--- config.mk ---
export PLATFORM = sky130hd
export DESIGN_NAME = mux16_rr_sched
export DESIGN_NICKNAME = d
export VERILOG_FILES = /design/src/rtl/mux16_rr_sched.sv
export SDC_FILE = /design/constraint.sdc
export NUM_CORES = 1
export LEC_CHECK = 0
export CORE_ASPECT_RATIO = 1.1
export CORE_MARGIN = 8
export CORE_UTILIZATION = 60
export CTS_BUF_LIST = sky130_fd_sc_hd__clkbuf_2
export DETAILED_ROUTE_END_ITERATION = 12
export MAX_ROUTING_LAYER = met4
export PLACE_DENSITY = 0.84
export SYNTH_ARGS = -nofsm -noshare
export SYNTH_HDL_FRONTEND = slang
export SYNTH_SLANG_ARGS = --single-unit
--- constraint.sdc ---
create_clock -name clk -period 12.9 [get_ports clk]
set_input_delay 3.225 -clock clk [delete_from_list [all_inputs] [get_ports clk]]
set_output_delay 3.225 -clock clk [all_outputs]
set_load 0.1 [all_outputs]
--- src/rtl/mux16_rr_sched.sv ---
// Round-robin scheduler for a shared 16:1 mux: picks one requester, drives the
// mux select and a one-hot grant, and bounds each grant with a hold limit.
module mux16_rr_sched #(
   parameter int NUM_CH   = 16,
   parameter int SEL_W    = 4,
   parameter int HOLD_MAX = 8,
   parameter int CNT_W    = 4
) (
   input  logic              clk,
   input  logic              rst_n,
   input  logic [NUM_CH-1:0] req,
   input  logic              done,
   output logic [SEL_W-1:0]  sel,
   output logic [NUM_CH-1:0] grant,
   output logic              valid,
   output logic              busy
);

   typedef enum logic [1:0] {IDLE, GRANT, GAP} state_e;

   state_e              state_q, state_d;
   logic [SEL_W-1:0]    ptr_q, ptr_d;
   logic [SEL_W-1:0]    sel_q, sel_d;
   logic [CNT_W-1:0]    cnt_q, cnt_d;
   logic [NUM_CH-1:0]   grant_q, grant_d;

   logic                found;
   logic [SEL_W-1:0]    winner;
   logic [SEL_W-1:0]    scan_idx;
   logic                hold_hit;
   logic                release_c;

   // Scan starts at ptr and wraps naturally through the SEL_W-bit adder.
   always_comb begin
      found    = 1'b0;
      winner   = ptr_q;
      scan_idx = ptr_q;
      for (int i = 0; i < NUM_CH; i++) begin
         scan_idx = ptr_q + SEL_W'(i);
         if (!found && req[scan_idx]) begin
            found  = 1'b1;
            winner = scan_idx;
         end
      end
   end

   assign hold_hit  = (HOLD_MAX != 0) && (cnt_q == CNT_W'(HOLD_MAX));
   assign release_c = done || !req[sel_q] || hold_hit;

   // NOTE: sequential state uses non-blocking assignments so every register
   // samples the pre-edge values of the others.
   always_ff @(posedge clk or negedge rst_n) begin
      if (!rst_n) begin
         state_q <= IDLE;
         ptr_q   <= '0;
         sel_q   <= '0;
         cnt_q   <= '0;
         grant_q <= '0;
      end else begin
         state_q <= state_d;
         ptr_q   <= ptr_d;
         sel_q   <= sel_d;
         cnt_q   <= cnt_d;
         grant_q <= grant_d;
      end
   end

   // NOTE: every signal gets a default before the case so no latch is inferred.
   always_comb begin
      state_d = state_q;
      ptr_d   = ptr_q;
      sel_d   = sel_q;
      cnt_d   = cnt_q;
      grant_d = grant_q;
      unique case (state_q)
         IDLE, GAP: begin
            if (found) begin
               state_d = GRANT;
               sel_d   = winner;
               grant_d = NUM_CH'(1) << winner;
               cnt_d   = CNT_W'(1);
            end else begin
               state_d = IDLE;
               grant_d = '0;
            end
         end
         GRANT: begin
            // sel is held through release so the mux input stays put.
            if (release_c) begin
               state_d = GAP;
               grant_d = '0;
               ptr_d   = sel_q + SEL_W'(1);
               cnt_d   = '0;
            end else if (cnt_q != '1) begin
               cnt_d = cnt_q + CNT_W'(1);
            end
         end
         default: begin
            state_d = IDLE;
            grant_d = '0;
         end
      endcase
   end

   always_comb begin
      sel   = sel_q;
      grant = grant_q;
      valid = (state_q == GRANT);
      busy  = (state_q != IDLE);
   end

endmodule
==> results <==
- The buffer count from post-CTS setup fixing is 0.
- The worst slack at placement is between 5 and 6 ns.
- Clock skew on the completed layout was measured at 0.01615 ns.
- The number of placed instances, taps included, is a little over 500.
- The repair_antennas step left the layout with diodes totalling 0.
- The pin count of the biggest net entering global routing is 31.
- Together, buffers and inverters on the worst path number 1.
- In this run, post-CTS hold repair placed 0 buffers.
- The first detailed-routing pass took 5 iterations.
- The maximum buffer depth of the clock tree is 2.
- Synthesis handed over a netlist of 413 instances.
- The number of warnings reported in the yosys synthesis log is 0.
- Once detail routing completed, the nets flagged for antenna violations numbered 0.
- The share of the Yosys chip area taken by registers is 0.1959.
- The die extent in y is 99.82 um.
- The initial antenna violation count is 0.
- In this run the worst path has a maximum fanout of 11.
- The summed instance area of the synthesized netlist is 3832 sq um.
- The most used flip-flop cell after synthesis is sky130_fd_sc_hd__dfrtp_1.
- The kind of cell adding the most delay to the critical path is multiplexers.
- In the global route stage, overall resource usage came out at 0.2686.
- The final-layout worst hold slack is between 0.5 and 0.6 ns.
- The first global-routing pass estimated 19,400 um of wire.
- At the worst endpoint, the arrival time is approximately 7.2 ns.
- The number of global-route vias before repair is about 3.8k.
- The final HPWL from detailed placement is 8976 um.
- CTS placed an instance of sky130_fd_sc_hd__clkbuf_2 at the clock tree root.
- The relative slew slack is 0.3152.
- The die is between 90 and 100 um wide.
- After clock tree synthesis, the clock-pin slew on the worst setup and hold paths is 0.18 ns.
- The cell with the largest stage delay on the worst path is sky130_fd_sc_hd__mux2i_1.
- After detailed routing, the average wire length per cell comes to 23.04 um.
- The max-cap check violation count is 0.
- The total negative slack for setup checks is 0 ns.
- Counting every net in the synthesized netlist gives roughly 440.
- The post-synthesis area per instance is 9.279 sq um.
- The routed design has around 12,000 um of wire.
- The detailed router placed between 3k and 4k vias in this run.
- The number of violations reported at the end of detailed-routing iteration 0 is 386.
- Buffers inserted during clock tree synthesis total 5.
- For this run, the post-layout net count is 470.
- The growth of design area from synthesis to finish is 12.73%.
- The type of element launching the critical path is a primary input.
- The signal on the critical path passes through clkdlybuf4s50_1, mux4_2, mux2_2, mux2i_1, o311a_1, a21oi_1, o211a_1, or4_1, nor2b_1, o41ai_1.
- The final routed DRC violation total is 0.
- For the worst-skew pair, the clock arrives at the later sink with an insertion delay of 0.37 ns.
- The die covers between 9000 and 10,000 sq um.
- The vias per cell is 7.357.
- Subtracting the final worst setup slack from the clock period gives a little under 7 ns.
- Counting flops and latches in the post-synthesis netlist gives 30.
- The post-route clock period utilization is 0.5332.
- Routability-driven placement finished with a final weighted congestion of 1.025.
- TritonCTS built the clock tree.
- Setup repair after global routing left no endpoint under its margin.
- The fraction of final layout cells with drive strength greater than 1 is 0.1655.
- The number of failing hold endpoints at the final stage is 0.
- The async set-reset flop share out of synthesis is 1.000.
- The number of instances resized during post-cts repair is 0.
- The core region is 6193 sq um.
- The worst stage delay on the critical path is ~0.68 ns.
- The category of the worst setup path capture point is a flip-flop.
- The flow ran to the end, and the final reports show no timing, DRC or antenna violations.
- The initial standard-cell utilization of the core is 0.6188.
- Based on the critical path, the design can be clocked at up to 0.1454 GHz.
- The worst path meets setup with 6.021 ns of slack.
- Row generation in the floorplan step produced 30 rows.
- The number of primary I/O pins is 41.
- Data on the critical path is required at its endpoint by around 13 ns.
- The overflow left after global routing is 0.
- The start-to-end type of the worst setup path is primary input to flip-flop.
- CTS built an H-tree with a depth of 2.
- The number of flops mapped to enable cells by yosys is 0.
- The worst min-delay path class is flip-flop to flip-flop.
- The clock net in this run drives a total of 30 sinks.
- The number of distinct library cells after synthesis is 69.
- For the pin with the worst max-slew slack, the measured transition is 1.027 ns.
- Setup violations remaining at the end of the flow were counted as 0.
- Across all register-to-register paths, the minimum setup slack is 6.88 ns.
- Port buffering added 40 buffers.
- The max-slew violation count was 0.
- The number of cells in the finished layout apart from fillers is around 520.
## worst reg2reg max path, delay by kind of cell (launching register included)
kind | cells | cell delay [ns]
compound gates | 4 | 1.03
buf+inv | 1 | 0.44
mux | 3 | 1.66
flops | 1 | 0.94
fa+ha+maj | 1 | 1.01
simple gates | 2 | 0.84
## worst paths after layout
path	cells after the start	end	start
setup / recovery	10	grant[13]	req[8]
hold / removal	2	grant[4]	grant[4]
setup reg to reg	11	grant[13]	ptr_q[1]
hold reg to reg	2	grant[4]	grant[4]
max in group asynchronous	2	cnt_q[1]	rst_n
min in group asynchronous	2	grant[0]	rst_n
## area by class of cell
cell class	instances	area (sq um)
tap	80	100.1
multi-input combinational	347	2905
inverter	12	45.04
clock inverter	3	63.81
clock buffer	5	25.02
timing repair buffer	44	430.4
sequential	30	750.7
fill	501	1873
## metal layers
metal / vias up / track usage / share of wire
li1: 1676 / - / -
met3: 49 / 0.02315 / 0.069
met2: 239 / 0.4262 / 0.48
met1: 1869 / 0.3329 / 0.41
met4: 0 / 0.1476 / 0.048
met5: - / - / 0
## cells by family (layout without fill, tap and decap cells)
group | count (synthesis) | in the layout | share of synthesized area
AOI/OAI and AO/OA | 121 | 121 | 0.2214
xor gates and xnor gates | 16 | 16 | 0.04244
adders and majority gates | 11 | 11 | 0.03591
buffers and inverters | 36 | 64 | 0.04603
DFF | 30 | 30 | 0.1959
muxes | 72 | 72 | 0.2870
and+or+nand+nor | 127 | 127 | 0.1714
## layout by cell type (no fill, tap or decap), types with 10 or more instances in the layout
master                            instances
sky130_fd_sc_hd__dfrtp_1                 30
sky130_fd_sc_hd__mux4_2                  25
sky130_fd_sc_hd__nand2_1                 45
sky130_fd_sc_hd__a21oi_1                 28
sky130_fd_sc_hd__nor3_1                  11
sky130_fd_sc_hd__ha_1                    11
sky130_fd_sc_hd__clkdlybuf4s50_1         40
sky130_fd_sc_hd__mux2i_1                 25
sky130_fd_sc_hd__o21ai_0                 17
sky130_fd_sc_hd__o41ai_1                 12
sky130_fd_sc_hd__nor2_1                  19
sky130_fd_sc_hd__mux2_2                  17
sky130_fd_sc_hd__nand3_1                 10
sky130_fd_sc_hd__inv_1                   10
## metrics by stage
step	utilization	area, sq um
2_1_floorplan	-	3832
3_3_place_gp	0.6832	4232
3_5_place_dp	0.6832	4232
4_1_cts	0.6976	4320
5_1_grt	0.6976	4320
6_report	0.6976	4320
## flip-flops by register name (all words and copies together) (netlist names)
name / cells
grant: 16
cnt_q: 4
ptr_q: 4
sel: 4
state_q: 2
## synthesized netlist by cell type (3+ instances only)
master,count,share of area
sky130_fd_sc_hd__mux2i_1,25,0.065
sky130_fd_sc_hd__nand4_1,3,0.0049
sky130_fd_sc_hd__dfrtp_1,30,0.20
sky130_fd_sc_hd__nand2_1,45,0.044
sky130_fd_sc_hd__o21a_1,5,0.0098
sky130_fd_sc_hd__a21oi_1,28,0.037
sky130_fd_sc_hd__mux4_2,25,0.15
sky130_fd_sc_hd__and2_1,3,0.0049
sky130_fd_sc_hd__o21ai_0,17,0.022
sky130_fd_sc_hd__xor2_1,7,0.016
sky130_fd_sc_hd__nor3_1,11,0.014
sky130_fd_sc_hd__ha_1,11,0.036
sky130_fd_sc_hd__o31ai_1,6,0.012
sky130_fd_sc_hd__nand3_1,10,0.013
sky130_fd_sc_hd__nor3b_1,4,0.0078
sky130_fd_sc_hd__o211ai_1,5,0.0098
sky130_fd_sc_hd__a31oi_1,3,0.0049
sky130_fd_sc_hd__xnor2_1,6,0.014
sky130_fd_sc_hd__buf_2,9,0.012
sky130_fd_sc_hd__o311a_1,3,0.0078
sky130_fd_sc_hd__o41ai_1,12,0.027
sky130_fd_sc_hd__clkbuf_1,10,0.0098
sky130_fd_sc_hd__nor2_1,19,0.019
sky130_fd_sc_hd__xnor2_2,3,0.013
sky130_fd_sc_hd__nor2b_1,7,0.011
sky130_fd_sc_hd__o221ai_1,3,0.0069
sky130_fd_sc_hd__inv_1,10,0.0098
sky130_fd_sc_hd__and3_1,3,0.0049
sky130_fd_sc_hd__o32ai_1,3,0.0069
sky130_fd_sc_hd__a211oi_1,5,0.0098
sky130_fd_sc_hd__mux2_2,17,0.050
sky130_fd_sc_hd__mux2i_4,3,0.018
sky130_fd_sc_hd__nand2b_1,3,0.0049
sky130_fd_sc_hd__buf_6,3,0.0088
sky130_fd_sc_hd__o21ai_1,3,0.0039
sky130_fd_sc_hd__nor4_1,4,0.0065
Power is not shown: default switching activity piles up to over one toggle a cycle in this logic, so the estimate is an artifact.
